[config.mk]
export PLATFORM = sky130hd
export DESIGN_NAME = mastermind_scorer
export DESIGN_NICKNAME = d
export VERILOG_FILES = /design/src/rtl/mastermind_pkg.sv /design/src/rtl/mastermind_match_find.sv /design/src/rtl/mastermind_scorer.sv
export SDC_FILE = /design/constraint.sdc
export NUM_CORES = 1
export LEC_CHECK = 0
export CORE_ASPECT_RATIO = 0.6
export CORE_MARGIN = 2
export CORE_UTILIZATION = 23
export CTS_BUF_LIST = sky130_fd_sc_hd__clkbuf_2
export DETAILED_ROUTE_END_ITERATION = 8
export SYNTH_ARGS = -nofsm -noshare
export SYNTH_HDL_FRONTEND = slang
export SYNTH_SLANG_ARGS = --single-unit
[constraint.sdc]
create_clock -name Clk -period 7.35 [get_ports Clk]
set_input_delay 1.8375 -clock Clk [delete_from_list [all_inputs] [get_ports Clk]]
set_output_delay 1.8375 -clock Clk [all_outputs]
set_load 0.03 [all_outputs]
[src/rtl/mastermind_pkg.sv]
// Shared Mastermind definitions: code geometry, empty color, scorer FSM encodings.
// Used by the scorer and the game core.
package mastermind_pkg;

    localparam int COLOR_W  = 3;
    localparam int NUM_POS  = 4;
    localparam int CODE_W   = COLOR_W * NUM_POS;
    localparam int CNT_W    = 3;
    localparam int IDX_W    = 2;

    localparam logic [COLOR_W-1:0] COLOR_EMPTY = 3'd0;

    localparam logic [1:0] ST_IDLE  = 2'd0;
    localparam logic [1:0] ST_EXACT = 2'd1;
    localparam logic [1:0] ST_COLOR = 2'd2;
    localparam logic [1:0] ST_DONE  = 2'd3;

    // Position p occupies bits [3p+2:3p].
    function automatic logic [COLOR_W-1:0] get_color(input logic [CODE_W-1:0] code,
                                                     input logic [IDX_W-1:0] pos);
        return code[COLOR_W*pos +: COLOR_W];
    endfunction

endpackage

[src/rtl/mastermind_match_find.sv]
// Finds the lowest answer position that is still unused and holds the requested color.
// Purely combinational; the caller decides whether the color is worth searching for.
module mastermind_match_find
    import mastermind_pkg::*;
(
    input  logic [COLOR_W-1:0] color,
    input  logic [CODE_W-1:0]  answer,
    input  logic [NUM_POS-1:0] used,
    output logic               found,
    output logic [NUM_POS-1:0] match_oh
);

    always_comb begin
        found    = 1'b0;
        match_oh = '0;
        for (int j = 0; j < NUM_POS; j++) begin
            if (!found && !used[j] && (answer[COLOR_W*j +: COLOR_W] == color)) begin
                found       = 1'b1;
                match_oh[j] = 1'b1;
            end
        end
    end

endmodule

[src/rtl/mastermind_scorer.sv]
// Scores a guess against a secret code: exact pass then color pass, one position per cycle.
// Fixed latency: done pulses in the 9th cycle after start is sampled.
module mastermind_scorer
    import mastermind_pkg::*;
(
    input  logic              Clk,
    input  logic              Reset,
    input  logic              start,
    input  logic [11:0]       guess,
    input  logic [11:0]       answer,
    output logic              busy,
    output logic              done,
    output logic [2:0]        exact_cnt,
    output logic [2:0]        color_cnt,
    output logic              win,
    output logic [1:0]        fsm_state
);

    // Handshake: start is sampled only in IDLE (ignored otherwise); busy covers the
    // whole operation; done is a one-cycle pulse and the result outputs hold until the next done.

    logic [1:0]         state;
    logic [CODE_W-1:0]  g_reg;
    logic [CODE_W-1:0]  a_reg;
    logic [IDX_W-1:0]   idx;
    logic [CNT_W-1:0]   exact_r;
    logic [CNT_W-1:0]   color_r;
    logic [NUM_POS-1:0] g_used;
    logic [NUM_POS-1:0] a_used;

    logic [COLOR_W-1:0] cur_g;
    logic [COLOR_W-1:0] cur_a;
    logic               mf_found;
    logic [NUM_POS-1:0] mf_oh;
    logic               exact_hit;
    logic               color_hit;
    logic [CNT_W-1:0]   color_next;

    assign cur_g      = get_color(g_reg, idx);
    assign cur_a      = get_color(a_reg, idx);
    assign exact_hit  = (cur_g == cur_a) && (cur_g != COLOR_EMPTY);
    assign color_hit  = !g_used[idx] && (cur_g != COLOR_EMPTY) && mf_found;
    assign color_next = color_r + {2'b00, color_hit};

    assign busy      = (state != ST_IDLE);
    assign fsm_state = state;

    mastermind_match_find u_match_find (
        .color    (cur_g),
        .answer   (a_reg),
        .used     (a_used),
        .found    (mf_found),
        .match_oh (mf_oh)
    );

    always_ff @(posedge Clk or posedge Reset) begin
        if (Reset) begin
            state     <= ST_IDLE;
            g_reg     <= '0;
            a_reg     <= '0;
            idx       <= '0;
            exact_r   <= '0;
            color_r   <= '0;
            g_used    <= '0;
            a_used    <= '0;
            done      <= 1'b0;
            exact_cnt <= '0;
            color_cnt <= '0;
            win       <= 1'b0;
        end else begin
            done <= 1'b0;
            case (state)
                ST_IDLE: begin
                    if (start) begin
                        g_reg   <= guess;
                        a_reg   <= answer;
                        exact_r <= '0;
                        color_r <= '0;
                        g_used  <= '0;
                        a_used  <= '0;
                        idx     <= '0;
                        state   <= ST_EXACT;
                    end
                end
                ST_EXACT: begin
                    if (exact_hit) begin
                        exact_r     <= exact_r + 3'd1;
                        g_used[idx] <= 1'b1;
                        a_used[idx] <= 1'b1;
                    end
                    idx <= idx + 2'd1;
                    if (idx == 2'd3) state <= ST_COLOR;
                end
                ST_COLOR: begin
                    if (color_hit) begin
                        color_r <= color_next;
                        a_used  <= a_used | mf_oh;
                    end
                    idx <= idx + 2'd1;
                    // The last color step also publishes the result, so done lines up with DONE.
                    if (idx == 2'd3) begin
                        state     <= ST_DONE;
                        done      <= 1'b1;
                        exact_cnt <= exact_r;
                        color_cnt <= color_next;
                        win       <= (exact_r == 3'd4);
                    end
                end
                default: begin
                    state <= ST_IDLE;
                end
            endcase
        end
    end

endmodule
==> flow_summary.yaml, run 1 <==
status:
  outcome: "finished clean"
clock_tree:
  cts_num_sinks: 50
  cts_resized: 0
  clock_latency_ns: 0.45
  cts_tree: "built"
  post_cts_buffers: 0
  cts_hold_buf: 0
  cts_buffers: 5
  htreeDepth: 2
  cts_buffer_depth: 2
  path_clk_slew_ns: 0.26
  root_buffer: "clkbuf_2"
grt:
  antenna_found_initial: 0
  grt_pass1_vias: 1848
  grt_pass1_wl_um: 9867
  track_usage: 0.1025
  grt_overflow: 0
  grt_max_degree: 51
min_path:
  hold_path_class: "flop to flop"
  min_from: "exact_cnt[0]"
floorplan:
  die_area_mm2: 0.01242
  die_w_um: 142.6
  ios: 38
  num_rows: 30
  start_util: 0.2353
  die_y_um: 87.15
  coreArea_mm2: 0.01126
setup_path:
  worstPathArrival_ns: 2.09
  critPathLaunchType: "flop"
  crit_required_ns: 5.51
  slowest_delay_ns: 0.67
  path_class: "flop to output pin"
  end_kind: "output pin"
  cp_max_fo: 7
  startpoint: "fsm_state[0]"
  slowest_stage: "clkdlybuf4s50_1"
  cp_common_cell: "inv_1"
  crit_chain: "inv_1 -> ha_1 -> inv_1 -> clkdlybuf4s50_1"
  r2r-start: "idx[0]"
sta:
  setup_violations: 0
  tns_ns: 0
  drv_slew: 0
  min_period_ns: 3.926
  hold_viol_final: 0
  max_slew_margin: 0.2868
  rsz0062_at_grt: "no"
  tightest_slew_ns: 1.070
  skew_ns: 0.02237
  whs_ns: 0.5236
  fmaxAchievable_mhz: 254.7
  period_share: 0.5342
synth:
  yosysUniqueCellTypes: 41
  synth-seq-cells: 50
  ys.flop_type: "dfrtp_1"
  synth_edf_count: 0
  synth.cell_area_mm2: 0.002650
  seq_area_frac_synth: 0.4721
  syn_inst: 222
  syn_avg_cell_area_um2: 11.94
  ys_warn_count: 0
  synth_fp_nets: 262
  async_flop_share: 1.000
finish:
  area_delta_synth_final_pct: 21.39
  drive_gt1_frac: 0.2046
  final_common_cell: "dfrtp_1"
  mostFrequentLayoutCells: "dfrtp_1 (50), clkdlybuf4s50_1 (37), mux2_2 (29)"
  final_core_util: 0.2857
  regArea_mm2: 0.001251
  multi_input_area_mm2: 0.001296
  antenna_cells: 0
  num-fill-cells: 1178
  instances_no_fill: 403
  nets: 299
route:
  wl_per_cell_um: 15.04
  drt_pre_antenna_iters: 4
  wl_um: 6063
  vias_per_cell: 4.481
  drtAntennaViolNets: 0
  vias: 1806
  drt_iter0_drc: 94
  drc: 0
placement:
  place_inst: 396
  gp_congestion: 0.8572
  place_hpwl_um: 4538
  port_buffers: 37
pwr:
  max-vdd-ir-drop_mv: 0.1260
  p_total_w: 0.001429
  leakagePower_nw: 1.364
  cellPowerDensity_mw_per_mm2: 444.1
flow_run:
  maxCapViolations: 0
## critical path: cells and delay by family (launching register included)
family / cells / cell delay [ns]
buffers and inverters: 3 / 0.86
DFF: 1 / 0.51
adders and majority gates: 1 / 0.28
## synth_stat cells, types with 2 or more instances
cell | instances | area share
a21oi_1 | 2 | 0.0038
inv_1 | 16 | 0.023
o21ai_0 | 11 | 0.021
a41o_1 | 3 | 0.011
nor3_1 | 7 | 0.013
nand3_1 | 4 | 0.0076
xor2_1 | 11 | 0.036
nor4_2 | 3 | 0.014
nor2_1 | 14 | 0.020
mux2_2 | 29 | 0.12
dfrtp_1 | 50 | 0.47
mux4_2 | 5 | 0.042
ha_1 | 13 | 0.061
nand2_1 | 11 | 0.016
a31oi_1 | 6 | 0.014
buf_6 | 2 | 0.0085
o22ai_1 | 2 | 0.0047
o21a_1 | 3 | 0.0085
nor4_1 | 4 | 0.0094
clkbuf_1 | 4 | 0.0057
a31o_1 | 2 | 0.0066
## power by group
part / total (W) / switching, W / leakage [nW] / internal, W
sequential: 0.000492 / 0.000104 / 0.630 / 0.000388
clock: 0.000145 / 0.0000909 / 0.0365 / 0.0000546
combinational: 0.000791 / 0.000441 / 0.698 / 0.000350
## area by class of cell
type | instances | share of cell area
flip-flops and latches | 50 | 0.3890
clock inverters | 2 | 0.01050
multi-input cells | 149 | 0.4030
clock buffers | 5 | 0.007779
inverters | 16 | 0.01867
well taps | 144 | 0.05601
repair buffers | 37 | 0.1151
## routing by layer
| metal | wire (µm) | GRT usage | part of all wire | vias to the layer above |
|---|---|---|---|---|
| met4 | 52 | 0.02430 | 0.0086 | 0 |
| met5 | 0 | 0 | 0 | - |
| met1 | 3366 | 0.1551 | 0.56 | 903 |
| li1 | - | - | - | 870 |
| met2 | 2448 | 0.1412 | 0.40 | 26 |
| met3 | 196 | 0.03079 | 0.032 | 7 |
## logic make-up after synthesis
logic type	Yosys count	synth area share
buffers and inverters	23	0.03871
AND/OR/NAND/NOR	51	0.1039
AO/OA/AOI/OAI	37	0.1081
flip-flops	50	0.4721
XOR/XNOR	13	0.04580
adder cells (fa/ha/maj)	13	0.06138
multiplexers	35	0.1700
## stage by stage
step / area, µm² / worst slack, ns
after floorplan: 2650 / 4.311
final: 3217 / 3.424
after global routing: 3217 / 3.240
after detailed placement: 3158 / 3.569
after CTS: 3217 / 3.384
after global placement: 3158 / 3.602
## final timing paths
path,cells past startpoint,slack [ns],to
worst max-delay path,4,3.42,busy
worst min register to register,2,0.52,exact_cnt[0]
max in group asynchronous,2,4.79,g_reg[5]
worst min-delay path,2,0.52,exact_cnt[0]
worst max register to register,11,3.83,color_r[2]
min in group asynchronous,2,1.93,g_reg[2]
(Power assumes the default switching activity.)
==> run 2: changes to the inputs <==
==> constraint.sdc (replaced) <==
create_clock -name Clk -period 3.2 [get_ports Clk]
set_input_delay 0.8 -clock Clk [delete_from_list [all_inputs] [get_ports Clk]]
set_output_delay 0.8 -clock Clk [all_outputs]
set_load 0.03 [all_outputs]
==> flow_summary.yaml, run 2 (synthesis gave the netlist of run 1 again) <==
sta:
  rsz0062_at_grt: "no"
  tightest_slew_ns: 0.6089
  drv_slew: 0
  min_period_ns: 3.060
  setup_violations: 0
  hold_viol_final: 0
  fmaxAchievable_mhz: 326.8
  tns_ns: 0
  timing.final.ws_setup_ns: 0.1404
  whs_ns: 0.5213
  period_share: 0.9561
  max_slew_margin: 0.5941
  skew_ns: 0.04066
setup_path:
  critPathLaunchType: "flop"
  crit_required_ns: 3.62
  end_kind: "flop"
  cp_max_fo: 4
  worstPathArrival_ns: 3.47
  path_class: "flop to flop"
clock_tree:
  cts_num_sinks: 50
  clock_latency_ns: 0.47
  cts_buffers: 5
  path_clk_slew_ns: 0.28
  post_cts_buffers: 0
  htreeDepth: 2
  cts_tree: "built"
  cts_buffer_depth: 2
  root_buffer: "clkbuf_2"
grt:
  busiest_layer: "met1"
  grt_max_degree: 28
  grt_pass1_wl_um: 9804
  grt_pass1_vias: 1833
  antenna_found_initial: 0
  grt_overflow: 0
  track_usage: 0.1034
  grtUsageMet1: 0.1563
  use_met3: 0.03518
  met2_usage: 0.1320
floorplan:
  start_util: 0.2353
  die_y_um: 87.15
  die_w_um: 142.6
  ios: 38
  num_rows: 30
  coreArea_mm2: 0.01126
  die_area_mm2: 0.01242
finish:
  nets: 306
  drive_gt1_frac: 0.2322
  postLayoutCellArea_mm2: 0.003278
  num-fill-cells: 1161
  final_common_cell: "dfrtp_1"
  regArea_mm2: 0.001251
  antenna_cells: 0
  mostFrequentLayoutCells: "dfrtp_1 (50), clkdlybuf4s50_1 (37), mux2_2 (29)"
  multi_input_area_mm2: 0.001305
  area_delta_synth_final_pct: 23.70
placement:
  port_buffers: 37
  place_hpwl_um: 4597
  gp_congestion: 0.8550
  place_ws_ns: 0.1279
  postPlaceCellArea_mm2: 0.003223
status:
  outcome: "finished clean"
flow_run:
  maxCapViolations: 0
pwr:
  cellPowerDensity_mw_per_mm2: 1016
  p_sw_frac: 0.4518
  switching_power_w: 0.001505
  p_total_w: 0.003331
  leakagePower_nw: 1.397
  p_clk_frac: 0.081
  combPwrFrac: 0.580
  seq_power_share: 0.339
  p_int_w: 0.001826
  max-vdd-ir-drop_mv: 0.2865
route:
  wl_per_cell_um: 14.45
  drt_pre_antenna_iters: 4
  vias: 1870
  wl_um: 5941
  vias_per_cell: 4.550
  drtAntennaViolNets: 0
  drt_iter0_drc: 189
  drc: 0
min_path:
  hold_path_class: "flop to flop"
[run 2: repair_timing]
action	CTS	global route
setup endpoints to repair	0	1
gates resized for setup	0	1
hold buffers	0	0
[run 2: area by class of cell]
type                            count  area share
Clock buffer                        5    0.007634
Clock inverter                      3    0.006489
Inverter                           16     0.01832
Multi-Input combinational cell    149      0.3981
Sequential cell                    50      0.3817
Tap cell                          144     0.05496
Timing Repair Buffer               44      0.1328
[run 2: worst max-delay path: stages (launching register included)]
cell and delay [ns]:
dfrtp_1 0.52, mux4_2 0.61, xor2_1 0.39, nor4_4 0.09, o41ai_4 0.37, inv_1 0.08
ha_1 0.19, ha_1 0.20, inv_1 0.06, nor2_1 0.04, mux2_1 0.30, a22o_1 0.17
[run 2: worst paths after layout]
kind / start / to / slack [ns] / depth (start not counted)
worst max register to register: idx[0] / color_r[2] / 0.14 / 11
worst max-delay path: idx[0] / color_r[2] / 0.14 / 11
max in group asynchronous: Reset / g_used[1] / 1.97 / 3
min in group asynchronous: Reset / a_reg[8] / 0.67 / 2
worst min register to register: win / win / 0.52 / 2
worst min-delay path: win / win / 0.52 / 2
[run 2: metal layers]
metal,share of wire,wire length [µm]
met5,0,0
met4,0.016,98
met3,0.061,365
met2,0.40,2353
met1,0.53,3124
[run 2: power by group through the flow]
| stage | Clock (W) | Sequential, W | Combinational, W |
|---|---|---|---|
| floorplan | 0 | 0.00112 | 0.00138 |
| global placement | 0 | 0.00113 | 0.00187 |
| detailed placement | 0 | 0.00114 | 0.00190 |
| CTS | 0.000286 | 0.00113 | 0.00191 |
| global route | 0.000311 | 0.00117 | 0.00212 |
| finish | 0.000270 | 0.00113 | 0.00193 |
[run 2: through the flow]
step / util / std cells
detailed placement: 0.2862 / 403
floorplan: - / 222
CTS: 0.2903 / 411
finish: 0.2911 / 411
global route: 0.2911 / 411
global placement: 0.2862 / 403
==> run 3: changes to the inputs <==
--- a/config.mk
+++ b/config.mk
@@ -10,6 +10,7 @@
 export CORE_UTILIZATION = 23
 export CTS_BUF_LIST = sky130_fd_sc_hd__clkbuf_2
 export DETAILED_ROUTE_END_ITERATION = 8
+export RECOVER_POWER = 100
 export SYNTH_ARGS = -nofsm -noshare
 export SYNTH_HDL_FRONTEND = slang
 export SYNTH_SLANG_ARGS = --single-unit
==> flow_summary.yaml, run 3 (synthesis gave the netlist of run 1 again) <==
setup_path:
  end_kind: "flop"
  critPathLaunchType: "flop"
  cp_max_fo: 4
  worstPathArrival_ns: 3.45
  path_class: "flop to flop"
  crit_required_ns: 3.61
route:
  drt_pre_antenna_iters: 4
  drc: 0
  vias: 1864
  drtAntennaViolNets: 0
  wl_per_cell_um: 14.45
  drt_iter0_drc: 103
  vias_per_cell: 4.535
  wl_um: 5939
grt:
  grt_overflow: 0
  antenna_found_initial: 0
  grt_pass1_wl_um: 9804
  track_usage: 0.1034
  grt_pass1_vias: 1833
  grt_max_degree: 28
sta:
  min_period_ns: 3.043
  period_share: 0.9508
  setup_violations: 0
  hold_viol_final: 0
  rsz0062_at_grt: "no"
  tns_ns: 0
  drv_slew: 0
  max_slew_margin: 0.08514
  fmaxAchievable_mhz: 328.7
  skew_ns: 0.03839
  tightest_slew_ns: 1.372
finish:
  final_common_cell: "dfrtp_1"
  area_delta_synth_final_pct: 22.71
  num-fill-cells: 1165
  mostFrequentLayoutCells: "dfrtp_1 (50), mux2_2 (29), clkdlybuf4s50_1 (25)"
  drive_gt1_frac: 0.2172
  antenna_cells: 0
  instances_no_fill: 411
  final_core_util: 0.2888
  nets: 306
clock_tree:
  cts_buffer_depth: 2
  cts_buffers: 5
  cts_tree: "built"
  htreeDepth: 2
  path_clk_slew_ns: 0.28
  clock_latency_ns: 0.47
  root_buffer: "clkbuf_2"
  post_cts_buffers: 0
  cts_num_sinks: 50
floorplan:
  die_y_um: 87.15
  ios: 38
  start_util: 0.2353
  coreArea_mm2: 0.01126
  num_rows: 30
  die_w_um: 142.6
  die_area_mm2: 0.01242
placement:
  gp_congestion: 0.8550
  place_hpwl_um: 4597
  place_inst: 403
  port_buffers: 37
pwr:
  cellPowerDensity_mw_per_mm2: 1014
  max-vdd-ir-drop_mv: 0.2775
  leakagePower_nw: 1.415
  p_total_w: 0.003296
flow_run:
  maxCapViolations: 0
min_path:
  hold_path_class: "flop to flop"
status:
  outcome: "finished clean"
## run 3: cell count changes in the layout (fill, tap and decap cells not counted), sizes merged
cell and change:
buf -2, clkbuf +2, clkdlybuf4s50 -12, dlygate4sd3 +12
## run 3: cell type report
cell class / instances / area, µm² / share of cell area
clock inverters: 3 / 21.27 / 0.006541
inverters: 16 / 60.06 / 0.01847
clock buffers: 5 / 25.02 / 0.007695
well taps: 144 / 180.2 / 0.05541
repair buffers: 44 / 415.4 / 0.1277
flip-flops and latches: 50 / 1251 / 0.3848
multi-input cells: 149 / 1299 / 0.3994
## run 3: power by group
part / switching [W] / internal, W / leakage [nW]
clock network: 0.000216 / 0.0000537 / 0.0289
logic: 0.00104 / 0.000857 / 0.756
registers: 0.000234 / 0.000892 / 0.630
total: 0.00149 / 0.00180 / 1.42
## run 3: worst max-delay path, cell delays in order, from the launching register on
cell	delay [ns]
dfrtp_1	0.52
mux4_2	0.61
xor2_1	0.37
nor4_4	0.09
o41ai_4	0.37
inv_1	0.08
ha_1	0.19
ha_1	0.21
inv_1	0.06
nor2_1	0.04
mux2_1	0.30
a22o_1	0.17
## run 3: worst paths after layout
kind                        start  slack [ns]    endpoint  cells after the start
setup / recovery           idx[0]        0.16  color_r[2]                     11
hold / removal                win        0.52         win                      2
setup reg to reg           idx[0]        0.16  color_r[2]                     11
hold reg to reg               win        0.52         win                      2
max in group asynchronous   Reset        0.45   g_used[1]                      3
min in group asynchronous   Reset        0.95    a_reg[8]                      2
## run 3: stage by stage
| stage | hold WS (ns) | setup WS (ns) | area (µm²) |
|---|---|---|---|
| 5_1_grt | 0.5394 | 0.003991 | 3252 |
| 3_3_place_gp | 0.4636 | 0.2556 | 3223 |
| 3_5_place_dp | 0.4737 | 0.1279 | 3223 |
| 2_1_floorplan | 0.4573 | 0.1930 | 2650 |
| 6_report | 0.5161 | 0.1574 | 3252 |
| 4_1_cts | 0.5297 | 0.1179 | 3269 |
## run 3: metal layers
layer | global-route usage | wire [µm] | vias to the layer above
li1 | - | - | 883
met1 | 0.1563 | 3100 | 929
met2 | 0.1320 | 2359 | 42
met3 | 0.03518 | 380 | 10
met4 | 0.03960 | 98 | 0
met5 | 0 | 0 | -
## run 3: what timing repair did
item / CTS / global route
gates resized for setup: 0 / 1
hold buffers: 0 / 0
endpoints found under the setup margin: 0 / 1
==> edit, RTL diff (config.mk and constraints of run 2) <==
The package constant `IDX_W` goes from 2 to 3.
--- a/src/rtl/mastermind_pkg.sv
+++ b/src/rtl/mastermind_pkg.sv
@@ -7,5 +7,5 @@
     localparam int CODE_W   = COLOR_W * NUM_POS;
     localparam int CNT_W    = 3;
-    localparam int IDX_W    = 2;
+    localparam int IDX_W    = 3;
 
     localparam logic [COLOR_W-1:0] COLOR_EMPTY = 3'd0;
Check against the original RTL: not equivalent (Yosys sat finds a counterexample within 10 cycles, from zero or initial values and one cycle with Reset high).
==> edit against run 2 <==
  * Sequential cell count is 1 higher
  * Final area increased by 2.6%
  * Count of clock-buffer cells in the layout unchanged
  * Clock power decreased by 4%
  * Area after synthesis grew 4.5%
  * Routed wire length rose by 9.3%
  * Synthesized cell count grew 9.5%
  * Total power grew 3.8%
  * Setup slack improved by 0.085 ns
  * Via count is 6.6% higher
  * Largest cell class unchanged
  * Core utilization increased by 0.064 points
==> edit: results (changes against run 2) <==
metric	value	unit	change
ir_drop	386	µV	was 286 µV
grt_util_met3	2.70	%	was 3.52%
placed_cell_area	3320	µm²	was 3220 µm²
synth_area_leaders	dfrtp_1 (46%), mux2_2 (11%), ha_1 (6.3%)		was dfrtp_1 (47%), mux2_2 (12%), ha_1 (6.1%)
rr_worst_depth	9		was 11
hold_depth	1		was 2
critPathArrivalTime	3.34	ns	was 3.47 ns
drive_gt1_share	17.9	%	was 23.2%
status	finished clean		unchanged
nets	320		was 306
totalWireLength	6490	µm	was 5940 µm
synth_common_cells	dfrtp_1 (51), mux2_2 (28), nand2_1 (23)		was dfrtp_1 (50), mux2_2 (29), inv_1 (16)
slew_headroom	67.2	%	was 59.4%
hold_ws	0.518	ns	was 0.521 ns
finClkSkew	0.0264	ns	was 0.0407 ns
first_global_vias	2029		was 1833
reg2reg_slack	0.23	ns	was 0.14 ns
crit_path_max_fanout	10		was 4
met2_usage	15.1	%	was 13.2%
place.gp.congestion	0.838		was 0.855
dp_cells	432		was 403
grt_pass1_wl	10700	µm	was 9800 µm
leakagePower	0.00141	µW	was 0.00140 µW
via_per_inst	4.53		was 4.55
wl_met1	3450	µm	was 3120 µm
synth_cell_types	45		was 41
wl_met2	2700	µm	was 2350 µm
pre_cts_slack	0.130	ns	was 0.128 ns
met1_usage	15.6	%	about the same
==> edit: cell count changes after synthesis, sizes merged, moves of 4 or more <==
cell	before	now
nand2	12	24
o21ai	11	23
nor3	8	1
nor4	7	1
xor2	12	6
o211ai	0	4
o22a	0	4
==> edit: kinds of logic after synthesis <==
| logic type | synth area share, % |
|---|---|
| AO/OA/AOI/OAI | 13.8 |
| XOR/XNOR | 2.53 |
| adder cells (fa/ha/maj) | 6.32 |
| buffers and inverters | 4.16 |
| flip-flops | 46.1 |
| multiplexers | 17.6 |
| AND/OR/NAND/NOR | 9.53 |
==> edit: worst max-delay path, delay by kind of cell (launching register included) <==
family | cells | cell delay (ns)
and+or+nand+nor | 3 | 0.40
DFF | 1 | 0.57
adders and majority gates | 2 | 0.40
muxes | 1 | 0.51
AOI/OAI and AO/OA | 3 | 1.03
==> edit: area by class of cell <==
type	count	area share (%)
sequential	51	38.0
clock buffer	5	0.744
tap	160	5.95
clock inverter	3	0.447
timing repair buffer	40	12.1
inverter	16	1.79
multi-input combinational	165	41.0
==> edit: path summary, 6_finish.rpt <==
kind                             from           end
max                            idx[0]    color_r[2]
min                        exact_r[2]    exact_r[2]
max reg2reg                    idx[0]    color_r[2]
min reg2reg                exact_r[2]    exact_r[2]
max in group asynchronous       Reset     a_used[2]
min in group asynchronous       Reset  exact_cnt[2]
==> edit: report_power, final <==
group	total [µW]	leakage, µW	internal, µW	switching [µW]
Combinational	2000	0.000747	909	1090
Clock	258	0.0000241	48.5	209
Sequential	1200	0.000642	919	285
==> edit: through the flow <==
step / total power, µW / utilization, %
3_5_place_dp: 3190 / 28.8
5_1_grt: 3740 / 29.2
4_1_cts: 3460 / 29.2
3_3_place_gp: 3140 / 28.8
2_1_floorplan: 2640 / -
6_report: 3460 / 29.2
